`config.mk`:
```
export PLATFORM = sky130hd
export DESIGN_NAME = button_conditioner
export DESIGN_NICKNAME = d
export VERILOG_FILES = /design/src/rtl/button_conditioner.sv
export SDC_FILE = /design/constraint.sdc
export NUM_CORES = 1
export LEC_CHECK = 0
export ABC_AREA = 1
export BUFFER_PORTS_ARGS = -buffer_cell sky130_fd_sc_hd__buf_4
export CAP_MARGIN = 10
export CORE_ASPECT_RATIO = 1.1
export CORE_MARGIN = 10
export CORE_UTILIZATION = 55
export DETAILED_ROUTE_END_ITERATION = 10
export GPL_TIMING_DRIVEN = 0
export PLACE_DENSITY = 0.74
export SLEW_MARGIN = 10
export SYNTH_ARGS = -nofsm -noshare
export SYNTH_HDL_FRONTEND = slang
export SYNTH_SLANG_ARGS = --single-unit
```
`constraint.sdc`:
```
create_clock -name clk -period 1.75 [get_ports clk]
set_input_delay 0.0875 -clock clk [delete_from_list [all_inputs] [get_ports clk]]
set_output_delay 0.0875 -clock clk [all_outputs]
set_load 0.1 [all_outputs]
```
`src/rtl/button_conditioner.sv`:
```
// Push-button input stage: 2-flop synchroniser, debounce FSM, and press/release/long-press pulses.
// Ports: clk, rst (async, active-high), button_raw in; button level, press/release_pulse/long_press out.
//
// Outputs
//   button        debounced level; registered
//   press         1-cycle pulse when button goes 0->1
//   release_pulse 1-cycle pulse when button goes 1->0
//                 ('release' is a reserved word)
//   long_press    1-cycle pulse, at most once per accepted press
module button_conditioner #(
  parameter int DEBOUNCE_CYCLES = 4,
  parameter int LONG_CYCLES     = 16,
  parameter int CNT_W           = 5
) (
  input  logic clk,
  input  logic rst,
  input  logic button_raw,
  output logic button,
  output logic press,
  output logic release_pulse,
  output logic long_press
);

  typedef enum logic [1:0] {
    IDLE,
    PRESS_WAIT,
    PRESSED,
    RELEASE_WAIT
  } state_t;

  localparam logic [CNT_W-1:0] DB_LAST  = CNT_W'(DEBOUNCE_CYCLES - 1);
  localparam logic [CNT_W-1:0] LONG_MAX = CNT_W'(LONG_CYCLES);
  localparam logic [CNT_W-1:0] LONG_PRE = CNT_W'(LONG_CYCLES - 1);
  localparam logic [CNT_W-1:0] ONE      = CNT_W'(1);

  state_t           state, state_n;
  logic [CNT_W-1:0] cnt, cnt_n;
  logic [CNT_W-1:0] hold, hold_n;
  logic             button_n, press_n, release_n, long_n;
  logic             q1, q2, sync;

  always_ff @(posedge clk or posedge rst) begin
    if (rst) begin
      q1 <= 1'b0;
      q2 <= 1'b0;
    end else begin
      q1 <= button_raw;
      q2 <= q1;
    end
  end

  assign sync = q2;

  always_ff @(posedge clk or posedge rst) begin
    if (rst) begin
      state         <= IDLE;
      cnt           <= '0;
      hold          <= '0;
      button        <= 1'b0;
      press         <= 1'b0;
      release_pulse <= 1'b0;
      long_press    <= 1'b0;
    end else begin
      state         <= state_n;
      cnt           <= cnt_n;
      hold          <= hold_n;
      button        <= button_n;
      press         <= press_n;
      release_pulse <= release_n;
      long_press    <= long_n;
    end
  end

  always_comb begin
    state_n   = state;
    cnt_n     = cnt;
    hold_n    = hold;
    button_n  = button;
    press_n   = 1'b0;
    release_n = 1'b0;
    long_n    = 1'b0;
    unique case (state)
      IDLE: begin
        cnt_n = '0;
        if (sync) begin
          state_n = PRESS_WAIT;
          cnt_n   = ONE;
        end
      end
      PRESS_WAIT: begin
        if (!sync) begin
          state_n = IDLE;
          cnt_n   = '0;
        end else if (cnt == DB_LAST) begin
          state_n  = PRESSED;
          button_n = 1'b1;
          press_n  = 1'b1;
          hold_n   = '0;
          cnt_n    = '0;
        end else begin
          cnt_n = cnt + ONE;
        end
      end
      PRESSED: begin
        if (sync) begin
          // hold saturates, so the 15->16 step occurs once
          if (hold != LONG_MAX) begin
            hold_n = hold + ONE;
          end
          if (hold == LONG_PRE) begin
            long_n = 1'b1;
          end
        end else begin
          state_n = RELEASE_WAIT;
          cnt_n   = ONE;
        end
      end
      RELEASE_WAIT: begin
        if (sync) begin
          state_n = PRESSED;
          cnt_n   = '0;
        end else if (cnt == DB_LAST) begin
          state_n   = IDLE;
          button_n  = 1'b0;
          release_n = 1'b1;
          hold_n    = '0;
          cnt_n     = '0;
        end else begin
          cnt_n = cnt + ONE;
        end
      end
      default: begin
        state_n = IDLE;
        cnt_n   = '0;
      end
    endcase
  end

endmodule
```
==> metrics <==
Syn-to-layout area delta=12.9%; Synth area leaders=dfrtp_1, nand2_1, inv_1, nor2_1, ha_1; worst-skew pair later-pin latency=0.29 ns; Seq cells post-synth=18; fin crit share=80.4%; Reg clk slew, reported paths=0.10 ns; Final setup viols=0; Initial Util=59.6%; routed via count=757; final RePlAce weighted congestion=0.902; Residual DRC=0; final core occ=67.3%; Site Rows=15; area of the multi-input gates=444 µm²; Synth Instances=117; CP max stage cell=dfrtp_1; combinational power share=27.7%; net count after synthesis=124; CTS resizes=0; IO Pins=7; post-synth top area share=47.4%; Crit Path Class=reg2reg; Post-DP HPWL=1.30 mm; net switching power=0.422 mW; DRT Wirelength=1.72 mm; Worst slew margin=56.5%; Max Clock Freq=711 MHz; vias in the first global route=744; critical-path cell list=ha_1 -> inv_1 -> nor2_1 -> nand3_2 -> nand2_4 -> nand2_4 -> nand2_1 -> nand2_1; sequential share of the synthesized area=47.4%; worst hold path class=reg2reg; IO Port Bufs=6; Synth warnings=0; status=complete, no violations; VDD IR max=0.000772 V; Int Pwr=0.684 mW; Hold Fails Final Rpt=0; Avg WL per Cell=11.8 µm; GRT overflow=0; Layout fillers=137; worst endpoint required time=1.94 ns; Syn Area/Cell=8.13 µm²; fraction of layout instances using a drive strength above 1=14.0%; initial antenna violation count=0; Distinct cells, synth=16; min Tclk post-route=1.41 ns; crit-path max cell delay=0.40 ns; H-Tree Depth=1; unrepaired setup endpoints after global routing=false; CTS root buffer=clkbuf_4; largest net degree at the start of global routing=19; CTS tree=done; CTS Hold Bufs=2; first-pass GRT wire length=3.08 mm; Slew @ Worst Pin=0.652 ns; Post-Syn Area=951 µm²; DR iter-0 viols=29; post-route setup TNS=0 ns; antenna cells=0; Clk pwr share=23.0%; post-synth top area cell=dfrtp_1; fin. max-slew vios=0; worst clock skew=0.00272 ns; via/cell ratio=5.18; WP data arrival=1.60 ns; Longest Clk Path Bufs=2; Die ar.=0.00379 mm²; power per cell area=1030 mW/mm²; final critical-path setup slack=0.343 ns; Max-Cap Viols=0; Tot GR Track Use=10.2%; post-CTS setup buffer count=0; CTS Buf Count=3; core area=0.00160 mm²; 1st-pass router iterations=4; CP Capture Type=register; Sw Ratio=38.1%; sequential power share=49.3%; Place WS=0.359 ns; Die W=59.6 µm; crit path max fanout=5; Critical Path Start Type=register; Leakage=0.581 nW; clk sink count=18; antenna-violating nets left=0; FF+latch area=450 µm²; NumNets Final=137; die height=63.6 µm
[through the flow]
stage / total power [mW] / hold slack, ns / cells / cell area [µm²]
after floorplan: 0.780 / 0.0261 / 117 / 951
after global placement: 0.845 / 0.197 / 140 / 1020
after detailed placement: 0.856 / 0.198 / 140 / 1020
after CTS: 1.11 / 0.371 / 146 / 1070
after global routing: 1.17 / 0.375 / 146 / 1070
final: 1.11 / 0.367 / 146 / 1070
[critical path: cells and delay by family (launching register included)]
kind	cells	cell delay, ns
buf+inv	1	0.05
simple gates	6	0.64
fa+ha+maj	1	0.21
flops	1	0.40
[path summary, 6_finish.rpt]
kind	start	end	slack (ns)	depth (start not counted)
worst max-delay path	cnt[0]$_DFFE_PP0P_	hold[2]$_DFFE_PP0P_	0.34	8
worst min-delay path	q1$_DFF_PP0_	q2$_DFF_PP0_	0.37	0
worst max register to register	cnt[0]$_DFFE_PP0P_	hold[2]$_DFFE_PP0P_	0.34	8
worst min register to register	q1$_DFF_PP0_	q2$_DFF_PP0_	0.37	0
max in group asynchronous	rst	hold[2]$_DFFE_PP0P_	0.90	3
min in group asynchronous	rst	q1$_DFF_PP0_	0.43	3
[synthesized netlist by cell type]
master and number:
nor2_4 1, nand2_1 37, nand4_1 4, o21ai_0 3
dfrtp_1 18, nand3_2 2, o21bai_1 1, xor2_1 2
nand3b_1 1, nand3_1 9, nand2_2 2, ha_1 4
nand2_4 3, inv_1 15, nor3b_1 1, nor2_1 14
[power by group through the flow]
| stage | registers [mW] | logic (mW) | clock network (mW) |
|---|---|---|---|
| finish | 0.545 | 0.306 | 0.255 |
| global route | 0.555 | 0.344 | 0.274 |
| CTS | 0.543 | 0.309 | 0.260 |
| detailed placement | 0.552 | 0.304 | 0 |
| global placement | 0.550 | 0.295 | 0 |
| floorplan | 0.593 | 0.187 | 0 |
[layout make-up]
cell class	instances	area share, %
Sequential cell	18	42.0
Multi-Input combinational cell	84	41.4
Timing Repair Buffer	8	6.06
Inverter	15	5.24
Clock buffer	4	3.38
Tap cell	17	1.98
[cell families (layout without fill, tap and decap cells)]
logic type      Yosys count  in the layout  share of synthesized area [%]
flops                    18             18                           47.4
fa+ha+maj                 4              4                           5.26
xor+xnor                  2              2                           1.84
buf+inv                  15             27                           5.92
compound gates            4              4                           2.37
simple gates             74             74                           37.2
[cell usage in the layout, fill, tap and decap left out]
master,netlist,routed
buf_4,0,6
clkbuf_4,0,3
clkbuf_8,0,1
dfrtp_1,18,18
dlygate4sd3_1,0,2
ha_1,4,4
inv_1,15,15
nand2_1,37,37
nand2_2,2,2
nand2_4,3,3
nand3_1,9,9
nand3_2,2,2
nand3b_1,1,1
nand4_1,4,4
nor2_1,14,14
nor2_4,1,1
nor3b_1,1,1
o21ai_0,3,3
o21bai_1,1,1
xor2_1,2,2
[state kept, by name, summed over array words and instances (netlist names), named ones only]
| register | count |
|---|---|
| button | 1 |
| cnt | 5 |
| long_press | 1 |
| release_pulse | 1 |
| hold | 5 |
| q1 | 1 |
| press | 1 |
| state | 1 |
| q2 | 1 |
[metal layers]
metal	global-route usage, %	routed length (µm)	vias to the layer above
met4	5.62	48	0
met1	10.6	750	348
li1	-	-	389
met3	2.40	46	6
met2	17.5	871	14
met5	0	0	-
Note: power is estimated with default switching activity, not from simulation.
